**src/rtl/demux4_reg.sv**
```systemverilog
// Registered 1-to-4 demultiplexer with per-port one-entry slots.
// Each slot holds its word until that consumer accepts it.
module demux4_reg #(
    parameter int WIDTH = 32
) (
    input  logic             clk,
    input  logic             rst,
    input  logic             in_valid,
    output logic             in_ready,
    input  logic [WIDTH-1:0] in_data,
    input  logic [1:0]       in_sel,
    output logic [3:0]       out_valid,
    input  logic [3:0]       out_ready,
    output logic [WIDTH-1:0] out_data0,
    output logic [WIDTH-1:0] out_data1,
    output logic [WIDTH-1:0] out_data2,
    output logic [WIDTH-1:0] out_data3,
    output logic [2:0]       occupancy
);

    logic [WIDTH-1:0] slot [4];
    logic [3:0]       drain;
    logic [3:0]       load;
    logic             accept;
    logic [2:0]       ndrain;
    logic [2:0]       occ_nxt;

    assign out_data0 = slot[0];
    assign out_data1 = slot[1];
    assign out_data2 = slot[2];
    assign out_data3 = slot[3];

    // Handshake decode: a port is free when empty or draining this cycle.
    always_comb begin
        drain    = out_valid & out_ready;
        in_ready = !rst && (!out_valid[in_sel] || out_ready[in_sel]);
        accept   = in_valid && in_ready;
        load     = 4'b0000;
        if (accept) begin
            load = 4'b0001 << in_sel;
        end
        ndrain  = {2'b00, drain[0]} + {2'b00, drain[1]}
                + {2'b00, drain[2]} + {2'b00, drain[3]};
        occ_nxt = occupancy + {2'b00, accept} - ndrain;
    end

    // Slot valid bits and occupancy; a load wins over a same-cycle drain.
    always_ff @(posedge clk) begin
        if (rst) begin
            out_valid <= 4'b0000;
            occupancy <= 3'd0;
        end else begin
            out_valid <= (out_valid & ~drain) | load;
            occupancy <= occ_nxt;
        end
    end

    // Slot data: captured on load, otherwise keeps its last value.
    always_ff @(posedge clk) begin
        if (rst) begin
            for (int k = 0; k < 4; k++) begin
                slot[k] <= '0;
            end
        end else begin
            for (int k = 0; k < 4; k++) begin
                if (load[k]) begin
                    slot[k] <= in_data;
                end
            end
        end
    end

endmodule

```
**config.mk**
```make
export PLATFORM = sky130hd
export DESIGN_NAME = demux4_reg
export DESIGN_NICKNAME = d
export VERILOG_FILES = /design/src/rtl/demux4_reg.sv
export SDC_FILE = /design/constraint.sdc
export NUM_CORES = 1
export LEC_CHECK = 0
export CAP_MARGIN = 30
export CORE_ASPECT_RATIO = 1.5
export CORE_MARGIN = 1.5
export CORE_UTILIZATION = 46
export CTS_CLUSTER_SIZE = 40
export DETAILED_ROUTE_END_ITERATION = 12
export PLACE_DENSITY = 0.8
export REMOVE_ABC_BUFFERS = 1
export SLEW_MARGIN = 0
export SYNTH_ARGS = -nofsm -noshare
export SYNTH_HDL_FRONTEND = slang
export SYNTH_SLANG_ARGS = --single-unit
```
**constraint.sdc**
```tcl
create_clock -name clk -period 2.7 [get_ports clk]
set_input_delay 0.27 -clock clk [delete_from_list [all_inputs] [get_ports clk]]
set_output_delay 0.27 -clock clk [all_outputs]
set_load 0.05 [all_outputs]
```
# == Word level (Yosys, flattened, before mapping) ==
# Memories as Yosys holds them, arrays and structs flattened.
# Index checks and enable logic that the tools add are counted.
# op_classes
add_sub_neg,5
order_cmp,1
shift,1
muxes,23
bitwise_logic,8
n_reduce_logical,5
# ops
operator,count
$mux 32,4
$mux 1,16
$and 4x4->4,2
$add 3x1->3,2
$bmux 1 s2,2
$mux 4,1
$not 4->4,1
$or 1x1->1,4
$or 4x4->4,1
$shl 1x2->4 const A,1
$add 2x1->3,1
$lt 2x3->1 const B,1
$sub 3x3->3,1
$add 1x1->2,1
$logic_and 1x1->1,2
$logic_not 1->1,2
$logic_or 1x1->1,1
# word_totals
reg_bits,7
ramBits,128
inputBits,41
output_inout_bits,136
wordCells,46
memories,1
# memory_table
memory,depth,width,read_ports,rd_clocked_by_memory_dff,write_ports,line_no,text
slot,4,32,4,0,4,21,logic [WIDTH-1:0] slot [4];

# == Longest topological paths before layout ==
# logic_depth
depth_word,11
depth_mapped,12
depth_no_buf,11

# == Worst setup path after synthesis ==
# Ideal clock, no wire load.
# synth_path
kind,register to register
start,reg out_valid[3]
end,reg occupancy[2]
setup_time_ps,125
arrival_ps,2699
required_time_ps,2575
setup_slack_ps,-123
stages_incl_launch_ff,12
path_buffers,0
synth_period_minus_slack_ps,2823
cell_sequence,dfxtp_1 nand2b_4 mux4_2 nand2_1 fa_1 inv_1 ha_1 inv_1 fa_1 xnor2_1 xnor2_1 nor2_1
# synth_via
elab_chain_cells,8
elab_cells_between_ends,10
classes_between,add/sub: 3; mux: 2; bitwise: 1; reduce/logical: 4
# synth_lines
element,line_no,text
from (decl),12,"output logic [3:0] out_valid,"
from (signal assigned),53,out_valid <= (out_valid & ~drain) | load;
$bmux 1 s2,36,in_ready = !rst && (!out_valid[in_sel] || out_ready[in_sel]);
$mux 1 (not written as such),36,
$logic_not 1->1,36,
$logic_or 1x1->1,36,
$logic_and 1x1->1,36,
$logic_and 1x1->1,37,accept = in_valid && in_ready;
$add 3x1->3,44,"occ_nxt = occupancy + {2'b00, accept} - ndrain;"
$sub 3x3->3 *,44,
to (signal assigned),54,occupancy <= occ_nxt;
to (decl),18,output logic [2:0] occupancy
# Every way passes the cells marked *; elsewhere a longest branch is shown, timed or not. The select of a mux whose other input is x is not followed.
# A chain may end at the register's enable or synchronous reset.

# == Worst setup path in the final report ==
# Ends and elaborated chain as after synthesis.

==> key figures <==
CTS
  – Number of buffers created by CTS: 17
  – TritonCTS sink count: 135
  – Htree depth: 4
  – Clock latency of the later-clocked register in the worst-skew pair: approximately 0.42 ns
  – Root buffer selected by CTS: sky130_fd_sc_hd__clkbuf_16
  – Number of buffers inserted for hold repair after clock tree synthesis: 0
  – CTS tree: yes
  – Clock Path Buffers: 2
  – Clk pin slew, worst setup/hold paths: roughly 0.060 ns

Timing
  – Unrepaired setup endpoints after global routing: false
  – Endpoints failing setup: 0
  – Setup clock skew after layout: around 0.0095 ns
  – Fin crit share: between 90% and 100%
  – Max Transition Viols Final: 0
  – Achievable clock frequency: about 400 MHz
  – Time the final worst path needs with I/O delays and setup: 2.549 ns
  – Worst relative slew slack: 36.58%
  – Least-Margin Pin Slew: ~0.95 ns
  – Fin worst setup slack: about 0.15 ns
  – Hold violation count in the final report: 0

Floorplan
  – Die ar.: between 10000 and 15000 µm²
  – Vert. Die Dim: between 100 and 150 µm
  – Core Area: approximately 11000 µm²
  – Horizontal die dimension: slightly above 90 µm
  – Site Rows: 47
  – Number of top-level design ports: between 150 and 200
  – Initial core utilization: approximately 48%

Run
  – Number of max-cap violations: 0

Power
  – Part of the total power dissipated in sequential elements: roughly 44%
  – Clock network fraction of design power: a little under two fifths
  – Internal power: 4081 µW
  – Pwr Density: around 710 nW/µm²
  – Net Sw Frac: 27.12%
  – Tot Pwr: ~5600 µW
  – Maximum vdd ir drop: 0.0008015 V
  – Switching Power: roughly 1500 µW
  – P_leak: between 0.003 and 0.004 µW
  – Logic pwr share: 17.8%

Global route
  – Number of global-route vias before repair: about 3700
  – Antenna violations before repair: 0
  – Global-route wire length before repair: 20.60 mm
  – Largest net degree at the start of global routing: 33
  – Grt ovf: 0
  – GRT Total Usage: a little under a quarter

Finish
  – Post-route core utilization: just over 70%
  – Net count reported at finish: between 600 and 700
  – Antenna cells: 0
  – Sequential cell area: 3989 µm²
  – Finished Cell Area: between 7000 and 8000 µm²
  – Layout filler cell count: 740
  – Synth-to-layout area growth: 48.70%
  – Share of final-layout standard cells stronger than drive strength 1: ~17%
  – Area of combinational cells with multiple inputs: roughly 1200 µm²
  – Final Non-Filler Cells: 720

Synthesis
  – Area of the mapped netlist: about 5300 µm²
  – Sequential fraction of the synthesis area: 75.13%
  – Post-synth top area cell: sky130_fd_sc_hd__edfxtp_1
  – Portion of synthesized cell area occupied by the leading cell type: approximately 72%
  – Biggest area contributors in the synthesized netlist: sky130_fd_sc_hd__edfxtp_1, sky130_fd_sc_hd__nor2_1, sky130_fd_sc_hd__nand2_4, sky130_fd_sc_hd__dfxtp_1, sky130_fd_sc_hd__buf_12
  – Mean Syn Cell Area: approximately 15 µm²
  – Number of warnings reported in the yosys synthesis log: 0
  – Post-Synthesis Cells: approximately 360
  – Yosys cell types: 24
  – Synth Register Bits: 135

Placement
  – Cell Count Post-Placement: 687
  – Buffers added on ports: between 150 and 200
  – Placed Instance Area: roughly 7300 µm²
  – Final RePlAce weighted congestion: between 0.8 and 0.9
  – Setup WS pre-CTS: -0.3118 ns
  – Post-detailed-placement half-perimeter wirelength: roughly 9.3 mm

Critical path
  – Critical Path Sink Type: flip-flop
  – Critical path start-end classification: reg2reg
  – Worst Setup Start Kind: flip-flop
  – CP max FO: 3
  – Req. time, crit path: approximately 3 ns
  – Worst endpoint data arrival time: between 2 and 3 ns

Routing
  – Vias per cell: between 4 and 5
  – First-pass iteration count of the detailed router: 4
  – Post-Route WL: about 14 mm
  – DRC viols: 0
  – Wire length per cell: about 19 µm
  – Post-DRT Antenna Nets: 0
  – DRC marker count from the first detailed-route iteration: 197
  – Detailed-route via count: 3576

Min path
  – Class of the tightest hold or removal check: in2reg

Status
  – Result of the run: finished, final reports clean
[area by class of cell]
type                            instances  share of cell area, %
Inverter                                4                 0.1904
Tap cell                              147                  2.333
Multi-Input combinational cell        202                  15.19
Timing Repair Buffer                  200                  24.75
Clock buffer                           21                  5.586
Clock inverter                         11                  1.365
Sequential cell                       135                  50.59
[cells by family after synthesis]
logic type               share of synthesized area [%]
AO/OA/AOI/OAI                                   0.3776
flip-flops                                       75.13
multiplexers                                    0.4247
XOR/XNOR                                        0.4956
adder cells (fa/ha/maj)                          1.605
AND/OR/NAND/NOR                                  19.25
buffers and inverters                            2.714
[registers in the layout (all words and copies together), names as in the netlist]
signal	cells
occupancy	3
out_valid	4
slot	128
[layout by cell type (no fill, tap or decap), drive strengths merged]
cell type / instances
nor2: 131
nand3: 4
inv: 4
ha: 2
nand4: 1
bufinv: 2
and2: 4
clkinv: 7
nand2: 36
a21oi: 4
clkbuf: 21
clkdlybuf4s50: 175
nor2b: 4
fa: 3
buf: 25
clkinvlp: 2
mux4: 1
xnor2: 3
edfxtp: 128
dfxtp: 7
and2b: 1
nand2b: 8
[power groups by stage]
stage	combinational, µW	sequential, µW	clock (µW)
after global routing	1040	2460	2250
final	997	2450	2150
after global placement	978	2490	0
after CTS	999	2450	2160
after detailed placement	996	2490	0
after floorplan	217	2880	0
[metrics by stage]
| stage | setup TNS, ns | hold slack, ns |
|---|---|---|
| CTS | 0 | 0.5662 |
| floorplan | -211.56 | 0.3391 |
| global route | 0 | 0.5780 |
| detailed placement | -0.3469 | 0.6223 |
| global placement | -0.2391 | 0.6079 |
| finish | 0 | 0.5710 |
[final timing paths]
check	from	to	slack, ns	cells past startpoint
worst min register to register	out_valid[0]$_SDFF_PP0_	out_valid[0]$_SDFF_PP0_	0.61	3
worst max register to register	out_valid[3]$_SDFF_PP0_	occupancy[2]$_SDFF_PP0_	0.15	11
worst max-delay path	out_valid[3]$_SDFF_PP0_	occupancy[2]$_SDFF_PP0_	0.15	11
worst min-delay path	in_data[28]	slot[3][28]$_SDFFCE_PN0P_	0.57	3
[what timing repair did]
item / in CTS / in global routing
setup buffers: 0 / 1
endpoints found under the setup margin: 0 / 1
resized for setup: 0 / 6
[worst max-delay path: stages, from the launching register on]
cell                       delay (ns)
sky130_fd_sc_hd__dfxtp_2         0.36
sky130_fd_sc_hd__nand2b_4        0.06
sky130_fd_sc_hd__mux4_2          0.49
sky130_fd_sc_hd__nand2_2         0.09
sky130_fd_sc_hd__fa_1            0.41
sky130_fd_sc_hd__inv_1           0.08
sky130_fd_sc_hd__ha_1            0.14
sky130_fd_sc_hd__inv_1           0.05
sky130_fd_sc_hd__fa_2            0.35
sky130_fd_sc_hd__xnor2_1         0.19
sky130_fd_sc_hd__xnor2_1         0.15
sky130_fd_sc_hd__nor2_1          0.06
[per-layer routing]
layer | part of all wire [%] | track usage [%] | up-vias
li1 | - | - | 1624
met1 | 34 | 24.54 | 1749
met2 | 55 | 41.69 | 158
met3 | 4.7 | 4.842 | 45
met4 | 5.4 | 15.78 | 0
met5 | 0 | 0 | -
[synth_stat cells, drive strengths merged]
cell type / instances
nor2: 131
edfxtp: 128
nand2: 36
buf: 14
nand2b: 8
dfxtp: 7
a21oi: 4
and2: 4
inv: 4
nand3: 4
nor2b: 4
clkbuf: 3
fa: 3
xnor2: 3
ha: 2
and2b: 1
mux4: 1
nand4: 1
No activity file was read; power rests on OpenSTA's default activity.
